## config.mk

```make
export PLATFORM = sky130hd
export DESIGN_NAME = lsu
export DESIGN_NICKNAME = d
export VERILOG_FILES = /design/src/rtl/lsu_pkg.sv /design/src/rtl/lsu_align.sv /design/src/rtl/lsu.sv
export SDC_FILE = /design/constraint.sdc
export NUM_CORES = 1
export LEC_CHECK = 0
export CAP_MARGIN = 20
export CORE_AREA = 2 2 127 129
export DETAILED_ROUTE_END_ITERATION = 6
export DIE_AREA = 0 0 129 131
export PLACE_DENSITY = 0.71
export SLEW_MARGIN = 20
export SYNTH_ARGS = -nofsm -noshare
export SYNTH_HDL_FRONTEND = slang
export SYNTH_SLANG_ARGS = --single-unit
```

## constraint.sdc

```tcl
create_clock -name clk -period 3 [get_ports clk]
set_input_delay 0.6 -clock clk [delete_from_list [all_inputs] [get_ports clk]]
set_output_delay 0.6 -clock clk [all_outputs]
set_load 0.02 [all_outputs]
```

## src/rtl/lsu_pkg.sv

```systemverilog
// Shared definitions for the load/store unit: ALU memory op codes, FSM states, helpers.
// Latency: n/a (declarations only).
// Backpressure: n/a. Optional build macro used by the unit: LSU_MISALIGN_TRAP_EN.
package lsu_pkg;

  // ALU operation codes (memory subset plus the arithmetic codes the LSU must ignore)
  localparam logic [5:0] ALU_ADD = 6'd0;
  localparam logic [5:0] ALU_SUB = 6'd1;
  localparam logic [5:0] ALU_LB  = 6'd20;
  localparam logic [5:0] ALU_LH  = 6'd21;
  localparam logic [5:0] ALU_LW  = 6'd22;
  localparam logic [5:0] ALU_LBU = 6'd23;
  localparam logic [5:0] ALU_LHU = 6'd24;
  localparam logic [5:0] ALU_SB  = 6'd25;
  localparam logic [5:0] ALU_SH  = 6'd26;
  localparam logic [5:0] ALU_SW  = 6'd27;

  typedef enum logic [1:0] {
    LSU_IDLE = 2'd0,
    LSU_REQ  = 2'd1,
    LSU_RESP = 2'd2
  } lsu_state_e;

  function automatic logic is_mem_op(input logic [5:0] op);
    case (op)
      ALU_LB, ALU_LH, ALU_LW, ALU_LBU, ALU_LHU,
      ALU_SB, ALU_SH, ALU_SW: return 1'b1;
      default:                return 1'b0;
    endcase
  endfunction

  function automatic logic is_store_op(input logic [5:0] op);
    return (op == ALU_SB) || (op == ALU_SH) || (op == ALU_SW);
  endfunction

  // Timeout counter is at least 8 bits, wider only when the limit needs it
  function automatic int cnt_width(input int unsigned limit);
    return (limit > 255) ? $clog2(limit + 1) : 8;
  endfunction

endpackage

```

## src/rtl/lsu_align.sv

```systemverilog
// Byte-lane steering: byte enables, store-data replication, load extraction/extension, misalign flag.
// Latency: purely combinational.
// Backpressure: none; the parent decides when the outputs are used.
module lsu_align
  import lsu_pkg::*;
(
  input  logic [5:0]  alucode_i,
  input  logic [1:0]  addr_i,
  input  logic [31:0] wdata_i,
  input  logic [31:0] rdata_i,
  output logic [3:0]  be_o,
  output logic [31:0] wdata_o,
  output logic [31:0] ld_data_o,
  output logic        misalign_o
);

  logic [7:0]  byte_sel;
  logic [15:0] half_sel;

  // Pick the addressed byte and half lanes of the read word
  always_comb begin
    case (addr_i)
      2'd0:    byte_sel = rdata_i[7:0];
      2'd1:    byte_sel = rdata_i[15:8];
      2'd2:    byte_sel = rdata_i[23:16];
      default: byte_sel = rdata_i[31:24];
    endcase
    half_sel = addr_i[1] ? rdata_i[31:16] : rdata_i[15:0];
  end

  // Per-op enables, replicated store data and extended load data; sub-alignment bits are dropped
  always_comb begin
    be_o       = 4'h0;
    wdata_o    = wdata_i;
    ld_data_o  = rdata_i;
    misalign_o = 1'b0;
    case (alucode_i)
      ALU_LB, ALU_LBU, ALU_SB: begin
        be_o      = 4'b0001 << addr_i;
        wdata_o   = {4{wdata_i[7:0]}};
        ld_data_o = (alucode_i == ALU_LB) ? {{24{byte_sel[7]}}, byte_sel} : {24'h0, byte_sel};
      end
      ALU_LH, ALU_LHU, ALU_SH: begin
        be_o       = addr_i[1] ? 4'b1100 : 4'b0011;
        wdata_o    = {2{wdata_i[15:0]}};
        ld_data_o  = (alucode_i == ALU_LH) ? {{16{half_sel[15]}}, half_sel} : {16'h0, half_sel};
        misalign_o = addr_i[0];
      end
      ALU_LW, ALU_SW: begin
        be_o       = 4'hF;
        misalign_o = |addr_i;
      end
      default: ;
    endcase
  end

endmodule

```

## src/rtl/lsu.sv

```systemverilog
// Load/store unit: one word-wide memory transaction per accepted request, aligned/extended load result.
// Latency: accept N, mem_req N+1, earliest rsp_valid N+2 (N+1 for a trapped misaligned access).
// Backpressure: req_ready only in IDLE; mem_req held until mem_ack or MEM_TIMEOUT. Macro: LSU_MISALIGN_TRAP_EN.
module lsu
  import lsu_pkg::*;
#(
  parameter int unsigned MEM_TIMEOUT = 255
) (
  input  logic        clk,
  input  logic        rst_n,
  input  logic        req_valid,
  output logic        req_ready,
  input  logic [5:0]  alucode,
  input  logic [31:0] addr,
  input  logic [31:0] wdata,
  output logic        mem_req,
  output logic        mem_we,
  output logic [31:0] mem_addr,
  output logic [31:0] mem_wdata,
  output logic [3:0]  mem_be,
  input  logic        mem_ack,
  input  logic [31:0] mem_rdata,
  output logic        rsp_valid,
  output logic [31:0] rsp_data,
  output logic        rsp_err,
  output logic        rsp_misalign
);

  localparam int             CW       = cnt_width(MEM_TIMEOUT);
  localparam logic [CW-1:0]  TO_LIMIT = CW'(MEM_TIMEOUT);
  localparam bit             TO_EN    = (MEM_TIMEOUT != 0);

  lsu_state_e     state_q;
  logic [5:0]     op_q;
  logic [1:0]     off_q;
  logic [CW-1:0]  cnt_q;
  logic [CW-1:0]  cnt_d;
  logic           req_ready_q;
  logic           mem_req_q, mem_we_q;
  logic [31:0]    mem_addr_q, mem_wdata_q;
  logic [3:0]     mem_be_q;
  logic           rsp_valid_q, rsp_err_q, rsp_misalign_q;
  logic [31:0]    rsp_data_q;

  logic [5:0]     al_op;
  logic [1:0]     al_off;
  logic [3:0]     al_be;
  logic [31:0]    al_wdata, al_ld;
  logic           al_misalign;
  logic           accept;
  logic           trap;

  // In IDLE the steering sees the incoming request; afterwards it sees the latched op for load extraction
  assign al_op  = (state_q == LSU_IDLE) ? alucode    : op_q;
  assign al_off = (state_q == LSU_IDLE) ? addr[1:0]  : off_q;

  lsu_align u_align (
    .alucode_i  (al_op),
    .addr_i     (al_off),
    .wdata_i    (wdata),
    .rdata_i    (mem_rdata),
    .be_o       (al_be),
    .wdata_o    (al_wdata),
    .ld_data_o  (al_ld),
    .misalign_o (al_misalign)
  );

`ifdef LSU_MISALIGN_TRAP_EN
  assign trap = al_misalign;
`else
  // Misaligned accesses proceed with the low address bits ignored
  assign trap = al_misalign & 1'b0;
`endif

  assign accept = req_valid & req_ready_q & is_mem_op(alucode);
  assign cnt_d  = cnt_q + CW'(1);

  // Request/response FSM with all memory-side and response outputs registered
  always_ff @(posedge clk or negedge rst_n) begin
    if (!rst_n) begin
      state_q        <= LSU_IDLE;
      op_q           <= '0;
      off_q          <= '0;
      cnt_q          <= '0;
      req_ready_q    <= 1'b1;
      mem_req_q      <= 1'b0;
      mem_we_q       <= 1'b0;
      mem_addr_q     <= '0;
      mem_wdata_q    <= '0;
      mem_be_q       <= '0;
      rsp_valid_q    <= 1'b0;
      rsp_data_q     <= '0;
      rsp_err_q      <= 1'b0;
      rsp_misalign_q <= 1'b0;
    end else begin
      case (state_q)
        LSU_IDLE: begin
          if (accept) begin
            op_q        <= alucode;
            off_q       <= addr[1:0];
            cnt_q       <= '0;
            req_ready_q <= 1'b0;
            if (trap) begin
              // Refused without touching memory; response follows immediately
              state_q        <= LSU_RESP;
              rsp_valid_q    <= 1'b1;
              rsp_misalign_q <= 1'b1;
              rsp_data_q     <= '0;
            end else begin
              state_q     <= LSU_REQ;
              mem_req_q   <= 1'b1;
              mem_we_q    <= is_store_op(alucode);
              mem_addr_q  <= {addr[31:2], 2'b00};
              mem_be_q    <= al_be;
              mem_wdata_q <= al_wdata;
            end
          end
        end
        LSU_REQ: begin
          if (mem_ack) begin
            // Ack wins over a timeout landing in the same cycle
            state_q     <= LSU_RESP;
            mem_req_q   <= 1'b0;
            rsp_valid_q <= 1'b1;
            rsp_data_q  <= mem_we_q ? 32'h0 : al_ld;
          end else if (TO_EN && (cnt_d == TO_LIMIT)) begin
            state_q     <= LSU_RESP;
            mem_req_q   <= 1'b0;
            rsp_valid_q <= 1'b1;
            rsp_err_q   <= 1'b1;
            rsp_data_q  <= '0;
          end else begin
            cnt_q <= cnt_d;
          end
        end
        LSU_RESP: begin
          state_q        <= LSU_IDLE;
          req_ready_q    <= 1'b1;
          rsp_valid_q    <= 1'b0;
          rsp_err_q      <= 1'b0;
          rsp_misalign_q <= 1'b0;
          rsp_data_q     <= '0;
        end
        default: state_q <= LSU_IDLE;
      endcase
    end
  end

  assign req_ready    = req_ready_q;
  assign mem_req      = mem_req_q;
  assign mem_we       = mem_we_q;
  assign mem_addr     = mem_addr_q;
  assign mem_wdata    = mem_wdata_q;
  assign mem_be       = mem_be_q;
  assign rsp_valid    = rsp_valid_q;
  assign rsp_data     = rsp_data_q;
  assign rsp_err      = rsp_err_q;
  assign rsp_misalign = rsp_misalign_q;

endmodule

```

Word-level counts from Yosys, hierarchy flattened
Memories as Yosys holds them, arrays and structs flattened.
Cells that the tools add are included.
Storage, ports and cells
  flip-flop bits (word level): 121
  latch bits: 0
  memory bits (writable): 0
  bits in read-only memories: 32
  input port bits: 106
  output and inout port bits: 106
  logic and storage cells: 90
  memories: 1
Operators by class
  $add $sub $neg: 1
  multipliers: 0
  div/mod/pow operators: 0
  order comparisons: 0
  equal/unequal tests: 21
  shift-type cells: 1
  multiplexer cells: 34
  bitwise operators: 2
  reductions and logical operators: 17
Memories
  (no name shown): depth 32, width 1, rd ports 1, clocked after memory_dff 0, write ports 0, RTL line lsu_pkg.sv:25  | case (op)
Operators by type and width (number)
  one-hot mux 32 bit (2 select lines): 3
  2-to-1 mux 32 bit: 5
  == test 6 x 5 -> 1 bit (second input constant): 11
  2-to-1 mux 8 bit: 3
  one-hot mux 8 bit (3 select lines): 1
  2-to-1 mux 16 bit: 1
  one-hot mux 8 bit (2 select lines): 1
  one-hot mux 4 bit (3 select lines): 1
  adder 8 x 1 -> 8 bit (second input constant): 1
  == test 8 bit (second input constant): 1
  2-to-1 mux 1 bit: 8
  2-to-1 mux 2 bit: 4
  inequality test 2 bit (second input constant): 4
  one-hot mux 1 bit (2 select lines): 4
  AND reduction 2 bit: 4
  2-to-1 mux 6 bit: 1
  AND reduction 3 bit: 2
  nonzero test 2 bit: 3
  OR reduction 3 bit: 2
  == test 2 x 1 -> 1 bit (second input constant): 2
  == test 2 bit (second input constant): 2
  zero test 2 bit: 2
  2-to-1 mux 4 bit: 1
  one-hot mux 2 bit (2 select lines): 1
  other kinds (6): 8

Logic depth before layout (Yosys ltp)
Gate-level depths: netlist (run 1).
  word-level depth: 9
  depth in mapped cells: 10
  mapped depth without buffers: 8

By module
From an unflattened synthesis (run 1), not the netlist that was laid out.
Second synthesis, totals
  cell total of the unflattened synthesis: 498
  area, all modules: 6048.3 um2
By module, submodules not included
  lsu: instances 1, cells each 341, area each 4872.2 um2, sequential area each 3029.2 um2
  lsu_align: instances 1, cells each 157, area each 1176.1 um2, sequential area each 0.0 um2

Worst setup path after synthesis (run 1)
No wires, ideal clock.
  path type: input to register
  start: input alucode[5]
  end: register rsp_data_q[22] (netlist: rsp_data[22])
  setup time: 0.119 ns
  arrival time: 2.133 ns
  path slack: 0.748 ns
  stages: 8
  path buffers: 2
  cell sequence: nor4b_2 > a31oi_2 > buf_6 > nor3_4 > nor2_2 > o31ai_2 > buf_6 > o21ai_2
On the way
  cells in the longest elaborated chain, start to end: 7
  elaborated cells between the ends (all ways): 15
  those cells by class: eq/ne (6); mux (7); reduce/logical (2)
RTL lines
  from (decl): RTL line lsu.sv:13  | input logic [5:0] alucode,
  2-to-1 mux 6 bit (*): RTL line lsu.sv:54  | assign al_op = (state_q == LSU_IDLE) ? alucode : op_q;
  == test 6 x 5 -> 1 bit (on tied branches)
  OR reduction 3 bit, or another cell as far along
  one-hot mux 32 bit (2 select lines) (*): RTL line lsu_align.sv:37  | case (alucode_i)
  2-to-1 mux 32 bit (*): RTL line lsu.sv:125  | rsp_data_q <= mem_we_q ? 32'h0 : al_ld;
  2-to-1 mux 32 bit (*): RTL line lsu.sv:120  | if (mem_ack) begin
  one-hot mux 32 bit (2 select lines) (*): RTL line lsu.sv:96  | case (state_q)
  to (signal assigned): RTL line lsu.sv:125
  to (decl): RTL line lsu.sv:43  | logic [31:0] rsp_data_q;
Mark *: on every way between the ends. The rest lies on a longest branch, timed or not.
A chain may end at the register's enable or synchronous reset.

Worst setup path after layout (run 1)
  start: input alucode[5]
  end: register rsp_data_q[23] (netlist: rsp_data[23])
Same word-level chain as after synthesis.

==> flow_summary.ini, run 1 <==
[cells_and_area]
num-nets-final = 982
layout_common_cells = clkdlybuf4s50_1 (207), nand2_1 (197), dfrtp_1 (120)
antenna_cells = 0
layout_commonest_cell = clkdlybuf4s50_1
drive_above_1_share = 0.102
syn2layout_area_growth_pct = 50.2
fin_area_mm2 = 0.00913
fin_cells = 1101

[critical_path]
critPathMaxFanout = 11
crit_path_max_incr_delay_ns = 0.46
reg2reg_slack_ns = 0.46
critical_path_arrival_ns = 2.87
start_kind = input port
path_class = in -> reg
cp_cell_sequence = clkdlybuf4s50_1 -> nor4b_2 -> a31oi_2 -> a211oi_2 -> nor2_2 -> o31ai_2 -> buf_4 -> o21ai_2
crit_required_ns = 3.30
critPathTopFamily = compound AO/OA/AOI/OAI gates
timing.critical_path.buf_inv = 2
critPathSlowestCell = nor4b_2
worstSetupEndpointType = flop

[cts]
hold_buffers = 0
cts_setup_buffers = 0
worst_skew_pair.late_latency_ns = 0.42
cts_inserted_buffers = 17
h-tree-depth = 4
cts_sinks = 121
cts_resized = 0
clkTransAtPathRegs_ns = 0.05
ctsRootBufferMaster = clkbuf_16
cts_tree = built
max-clock-path-buffers = 2

[sta]
rsz0062_at_grt = false
worst_pin_slew_ns = 0.586
setup_violations = 0
drv_slew = 0
clock-skew-final_ns = 0.00684
tns_ns = 0
holdWs_ns = 0.179
finalHoldViolations = 0
post-route-min-period_ns = 2.57
period_share = 0.856
fmax_mhz = 389
relSlewSlack = 0.610
fin_ws_ns = 0.431

[synth]
ys.flop_type = dfrtp_1
synthXorXnorAreaFrac = 0.00288
synth.distinct_cells = 67
yosysWarnings = 0
synth_top_family_by_area = simple AND/OR/NAND/NOR gates
synthArstFlopShare = 1.00
synth.largest_area_cell = dfrtp_1
synth_compound_area_frac = 0.195
synth_top_area_frac = 0.494
synthSimpleGateAreaFrac = 0.223
synth_edf_count = 0
ys_seq_elements = 121
synthCells = 662
yosysSeqAreaShare = 0.499
avgSynthCellArea_um2 = 9.18
synth.cell_area_mm2 = 0.00608
muxShareOfSynthArea = 0.0274
ys_top_cells_by_area = dfrtp_1 (49%), nand2_1 (12%), nor2_1 (2.5%), mux2i_1 (2.3%), o21ai_0 (2.3%)
synthAdderAreaFrac = 0.00618

[route]
via_per_inst = 5.12
wl_per_cell_um = 16.6
drtAntennaViolNets = 0
drt_first_pass_iters = 6
drc_errors = 0
wl_um = 18200
drt_iter0_drc = 407
vias = 5642

[floorplanning]
die_height_um = 131
initial_core_util = 0.390
die-width_um = 129
boundaryPins = 212
num_rows = 46
die-area_mm2 = 0.0169
core_area_mm2 = 0.0156

[power]
vdd_drop_max_mv = 0.370
p_leak_uw = 0.00416
powerDensity_mw_per_mm2 = 467

[placement]
place_area_mm2 = 0.00847
pre_cts_ws_ns = 0.0324
gp_congestion = 0.868
place_hpwl_um = 13000
placed_cells = 1070
io_buffers = 208

[global_routing]
grt_pass1_vias = 5313
track_usage = 0.215
grt_pass1_wl_um = 28200
grt_overflow = 0
antenna_found_initial = 0
grt_max_degree = 55

[min_path]
min_path_type = in -> async

[status]
status = finished clean

[job]
cap_violations = 0
-- registers in the layout (all words and copies together) (netlist names) --
register / flops
mem_be: 4
rsp_valid: 1
state_q: 2
mem_addr: 30
rsp_err: 1
rsp_data: 32
mem_we: 1
op_q: 6
req_ready: 1
cnt_q: 8
mem_req: 1
off_q: 2
mem_wdata: 32
-- worst reg2reg max path, delay by kind of cell (launching register included) --
kind	cells	cell delay [ns]
AOI/OAI and AO/OA	3	1.07
buffers and inverters	1	0.23
and+or+nand+nor	2	0.77
DFF	1	0.37
-- layout make-up --
type,count,area [um2]
Clock buffer,24,492
Clock inverter,7,163
Fill cell,1393,6470
Inverter,12,45.0
Multi-Input combinational cell,484,2780
Sequential cell,121,3030
Tap cell,216,270
Timing Repair Buffer,237,2350
-- through the flow --
step / total power [uW] / util
floorplan: 1780 / -
global placement: 2000 / 0.543
detailed placement: 2010 / 0.543
CTS: 4310 / 0.585
global route: 4390 / 0.585
finish: 4260 / 0.585
-- cell families (layout without fill, tap and decap cells) --
kind of cell,count (synthesis),in the layout
simple gates,303,303
other cells,1,3
buf+inv,59,280
mux,16,16
fa+ha+maj,3,3
flops,121,121
xor+xnor,2,2
compound gates,157,157
-- final timing paths --
check / startpoint / to / cells past startpoint
worst max-delay path: alucode[5] / rsp_data[23] / 8
worst min-delay path: rst_n / rsp_data[25] / 1
worst max register to register: state_q[0] / mem_be[3] / 6
worst min register to register: mem_addr[4] / mem_addr[4] / 2
max in group asynchronous: rst_n / mem_addr[22] / 2
min in group clk: mem_addr[4] / mem_addr[4] / 2
-- power breakdown --
part | switching (uW) | leakage, uW | internal [uW]
Combinational | 161 | 0.00219 | 184
Sequential | 0 | 0.00165 | 1630
Clock | 728 | 0.000317 | 1560
-- layer usage --
layer | GRT usage | up-vias | wire length (um)
met5 | 0 | - | 0
met4 | 0.0921 | 0 | 459
met3 | 0.0501 | 35 | 1150
met2 | 0.328 | 209 | 8490
met1 | 0.293 | 2652 | 8130
li1 | - | 2746 | -
-- synth_stat cells (3+ instances only) --
library cell / n
inv_1: 12
a22o_1: 14
o21ai_2: 10
o21ai_0: 28
o31ai_1: 5
nor2b_1: 4
nand3_1: 13
nor4b_2: 4
and3_1: 6
clkbuf_1: 24
o221ai_1: 7
buf_2: 14
a221o_1: 9
ha_1: 3
dfrtp_1: 120
buf_4: 3
a31oi_1: 18
buf_6: 4
nand4_1: 5
nand3b_1: 5
nand2_1: 197
a21oi_1: 16
o21ai_1: 5
nor3_1: 4
a222oi_1: 8
o211ai_1: 3
o21a_1: 9
nor2_1: 41
mux2i_1: 14
nand2b_1: 9
a21o_1: 3
No activity file was read; power rests on OpenSTA's default activity.
==> inputs of run 2 (changes only) <==
--- a/config.mk
+++ b/config.mk
@@ -6,10 +6,10 @@
 export NUM_CORES = 1
 export LEC_CHECK = 0
 export CAP_MARGIN = 20
-export CORE_AREA = 2 2 127 129
+export CORE_AREA = 2 2 151 153
 export DETAILED_ROUTE_END_ITERATION = 6
-export DIE_AREA = 0 0 129 131
-export PLACE_DENSITY = 0.71
+export DIE_AREA = 0 0 153 155
+export REMOVE_ABC_BUFFERS = 1
 export SLEW_MARGIN = 20
 export SYNTH_ARGS = -nofsm -noshare
 export SYNTH_HDL_FRONTEND = slang
==> flow_summary.ini, run 2 (synthesized netlist as in run 1, its figures left out) <==
[status]
status = finished clean

[critical_path]
r2r_cells = 8
worstSetupEndpointType = flop
crit_required_ns = 3.34
critPathMaxFanout = 15
critPathSlowestCell = a2111oi_0
r2r_start = state_q[1]
start_kind = input port
timing.critical_path.buf_inv = 5
crit_top_cell = buf_4
crit_path_max_incr_delay_ns = 0.66
reg2reg_slack_ns = 0.46
path_class = in -> reg
reg2reg_to = rsp_data[28]
critical_path_arrival_ns = 2.99
cp_cell_sequence = clkdlybuf4s50_1 -> nor4b_2 -> buf_4 -> a31oi_2 -> buf_4 -> a2111oi_0 -> o31ai_4 -> buf_12 -> buf_4 -> o21ai_2
critPathTopFamily = buffers and inverters

[global_routing]
antenna_found_initial = 0
grt_overflow = 0
grt_max_degree = 75
grt_pass1_wl_um = 32000
grt_pass1_vias = 5643
track_usage = 0.170

[sta]
drv_slew = 0
clock-skew-final_ns = 0.00807
relSlewSlack = 0.499
worst_pin_slew_ns = 0.733
fmax_mhz = 378
rsz0062_at_grt = false
post-route-min-period_ns = 2.64
fin_ws_ns = 0.357
period_share = 0.881
finalHoldViolations = 0
setup_violations = 0

[power]
swShare = 0.224
intPower_uw = 3030
p_clk_frac = 0.489
p_total_uw = 3900
p_leak_uw = 0.00422
p_switching_uw = 875
comb_power_share = 0.092
powerDensity_mw_per_mm2 = 420
vdd_drop_max_mv = 0.281
pwr-share-seq = 0.419

[route]
drtAntennaViolNets = 0
vias = 5683
wl_per_cell_um = 16.7
drc_errors = 0
drt_iter0_drc = 354
wl_um = 19900
drt_first_pass_iters = 5
via_per_inst = 4.78

[placement]
gp_congestion = 0.800
io_buffers = 208
pre_cts_ws_ns = -0.284
place_hpwl_um = 14100

[cells_and_area]
num-nets-final = 1005
drive_above_1_share = 0.122
syn2layout_area_growth_pct = 52.7
antenna_cells = 0
layout_common_cells = clkdlybuf4s50_1 (207), nand2_1 (197), dfrtp_1 (120)
utilization = 0.417
layout_commonest_cell = clkdlybuf4s50_1

[cts]
clkTransAtPathRegs_ns = 0.05
cts_inserted_buffers = 17
worst_skew_pair.late_latency_ns = 0.41
max-clock-path-buffers = 2
cts_sinks = 121
h-tree-depth = 4
cts_tree = built
ctsRootBufferMaster = clkbuf_16
cts_resized = 0
hold_buffers = 0

[floorplanning]
die-area_mm2 = 0.0237
core_area_mm2 = 0.0222
boundaryPins = 212
num_rows = 55
die-width_um = 153
initial_core_util = 0.273
die_height_um = 155

[min_path]
min_path_type = in -> async

[job]
cap_violations = 0
run 2: timing repair:
action	4_1_cts	5_1_grt
setup buffers	0	7
hold endpoints to repair	0	0
setup endpoints to repair	0	6
run 2: cell type report:
cell class,instances,area [um2]
timing repair buffer,260,2520
fill,2198,12900
clock buffer,23,488
multi-input combinational,484,2790
sequential,121,3030
inverter,12,45.0
clock inverter,4,45.0
tap,285,357
run 2: power groups by stage:
stage | clock network [uW] | logic [uW] | registers (uW)
4_1_cts | 1960 | 362 | 1630
5_1_grt | 2040 | 390 | 1630
6_report | 1910 | 359 | 1630
2_1_floorplan | 0 | 105 | 1660
3_5_place_dp | 0 | 361 | 1660
3_3_place_gp | 0 | 361 | 1660
run 2: per-layer routing:
metal | GRT usage | vias up | part of all wire
li1 | - | 2775 | -
met1 | 0.228 | 2701 | 0.45
met2 | 0.275 | 187 | 0.48
met3 | 0.0365 | 20 | 0.043
met4 | 0.0569 | 0 | 0.019
met5 | 0 | - | 0
run 2: worst max-delay path by stage:
stage | start | to | slack [ns] | cells past startpoint
5_1_grt | alucode[5] | rsp_data[23] | 0.26 | 10
3_3_place_gp | alucode[4] | rsp_data[17] | -0.21 | 9
2_1_floorplan | alucode[5] | mem_be[0] | -0.63 | 4
4_1_cts | state_q[1] | rsp_data[21] | 0.12 | 7
6_report | alucode[5] | rsp_data[28] | 0.36 | 10
3_5_place_dp | alucode[4] | rsp_data[20] | -0.28 | 9
run 2: stage by stage:
stage                     std cells  instance area [um2]  hold WS (ns)  setup TNS (ns)
after floorplan                 617                 5850         0.304          -10.09
after global placement         1155                 8680         0.457           -2.15
after detailed placement       1155                 8680         0.461           -2.78
after CTS                      1182                 9210         0.172               0
after global routing           1189                 9280         0.191               0
final                          1189                 9280         0.154               0
run 2: worst register-to-register path: stages, from the launching register on:
cell	delay [ns]
dfrtp_1	0.43
buf_4	0.20
nor2_2	0.23
mux2_2	0.43
a2111oi_0	0.58
o31ai_4	0.14
buf_12	0.18
buf_4	0.15
o21ai_2	0.11
==> inputs of run 3 (changes only) <==
--- a/config.mk
+++ b/config.mk
@@ -5,10 +5,11 @@
 export SDC_FILE = /design/constraint.sdc
 export NUM_CORES = 1
 export LEC_CHECK = 0
+export ABC_CLOCK_PERIOD_IN_PS = 3000
 export CAP_MARGIN = 20
-export CORE_AREA = 2 2 151 153
+export CORE_AREA = 2 2 124 186
 export DETAILED_ROUTE_END_ITERATION = 6
-export DIE_AREA = 0 0 153 155
+export DIE_AREA = 0 0 126 188
 export REMOVE_ABC_BUFFERS = 1
 export SLEW_MARGIN = 20
 export SYNTH_ARGS = -nofsm -noshare
==> flow_summary.ini, run 3 (synthesized netlist as in run 1, its figures left out) <==
[cells_and_area]
num-nets-final = 1001
fillerInstances = 2146
layout_commonest_cell = clkdlybuf4s50_1
antenna_cells = 0
multi_input_area_mm2 = 0.00279
seqCellArea_mm2 = 0.00303
syn2layout_area_growth_pct = 53.9
fin_cells = 1181
drive_above_1_share = 0.125
layout_common_cells = clkdlybuf4s50_1 (207), nand2_1 (197), dfrtp_1 (120)

[route]
wl_um = 20100
vias = 5752
via_per_inst = 4.87
wl_per_cell_um = 17.0
drtAntennaViolNets = 0
drt_iter0_drc = 340
drt_first_pass_iters = 5
drc_errors = 0

[global_routing]
met1_usage = 0.204
antenna_found_initial = 1
grt_overflow = 0
busiest_layer = met2
grt_max_degree = 122
grt_pass1_wl_um = 32000
track_usage = 0.173
grt_pass1_vias = 5664
grt_util_met2 = 0.295
met3_usage = 0.0417

[cts]
h-tree-depth = 4
cts_sinks = 121
worst_skew_pair.late_latency_ns = 0.43
hold_buffers = 0
cts_inserted_buffers = 17
cts_resized = 0
ctsRootBufferMaster = clkbuf_16
cts_tree = built
max-clock-path-buffers = 2
clkTransAtPathRegs_ns = 0.05
cts_setup_buffers = 0

[critical_path]
critPathMaxFanout = 14
start_kind = input port
reg2reg_slack_ns = 0.39
reg2reg_to = rsp_data[28]
path_class = in -> reg
r2r_start = state_q[1]
crit_required_ns = 3.35
r2r_cells = 8
worstSetupEndpointType = flop
critical_path_arrival_ns = 3.03

[sta]
period_share = 0.892
relSlewSlack = 0.487
fmax_mhz = 374
setup_violations = 0
rsz0062_at_grt = false
fin_ws_ns = 0.324
clock-skew-final_ns = 0.00835
post-route-min-period_ns = 2.68
drv_slew = 0
worst_pin_slew_ns = 0.751
finalHoldViolations = 0
tns_ns = 0

[placement]
place_hpwl_um = 14500
gp_congestion = 0.825
pre_cts_ws_ns = -0.336
io_buffers = 208
placed_cells = 1142

[floorplanning]
die_height_um = 188
initial_core_util = 0.275
num_rows = 67
die-area_mm2 = 0.0237
core_area_mm2 = 0.0221
die-width_um = 126
boundaryPins = 212

[power]
vdd_drop_max_mv = 0.407
powerDensity_mw_per_mm2 = 450
p_leak_uw = 0.00425

[min_path]
min_path_type = in -> async

[status]
status = finished clean

[job]
cap_violations = 0
## run 3: report_power, final
group | switching (uW) | leakage (uW) | total [uW] | internal, uW
logic | 165 | 0.00229 | 356 | 191
clock network | 763 | 0.000309 | 2220 | 1450
registers | 0 | 0.00165 | 1630 | 1630
total | 928 | 0.00425 | 4210 | 3280
## run 3: how the worst max path moves through the flow
stage	startpoint	to	slack [ns]	depth (start not counted)
3_3_place_gp	addr[1]	rsp_data[19]	-0.27	7
6_report	alucode[5]	rsp_data[28]	0.32	10
5_1_grt	addr[1]	rsp_data[28]	0.15	8
3_5_place_dp	alucode[4]	rsp_data[18]	-0.34	9
2_1_floorplan	alucode[5]	mem_be[0]	-0.63	4
4_1_cts	alucode[4]	rsp_data[16]	0.13	9
## run 3: layout make-up
class	count	share of cell area
Clock buffer	21	0.0503
Tap cell	276	0.0369
Sequential cell	121	0.324
Inverter	12	0.00482
Clock inverter	11	0.0179
Timing Repair Buffer	256	0.268
Multi-Input combinational cell	484	0.299
## run 3: metal layers
layer / vias to the layer above / wire (um)
li1: 2779 / -
met1: 2754 / 8100
met2: 182 / 10300
met3: 37 / 1000
met4: 0 / 687
met5: - / 0
## run 3: through the flow
step	utilization	hold WS [ns]	total power (uW)	instance area [um2]
after CTS	0.420	0.306	4280	9290
after global placement	0.391	0.456	2020	8650
after detailed placement	0.391	0.461	2020	8650
after global routing	0.423	0.315	4370	9350
after floorplan	-	0.304	1770	5850
final	0.423	0.281	4210	9350
## run 3: critical path, stage by stage
cell	delay (ns)
clkdlybuf4s50_1	0.44
nor4b_2	0.27
buf_4	0.16
a31oi_2	0.06
buf_4	0.20
a2111oi_0	0.69
o31ai_4	0.14
buf_12	0.18
buf_4	0.15
o21ai_2	0.12
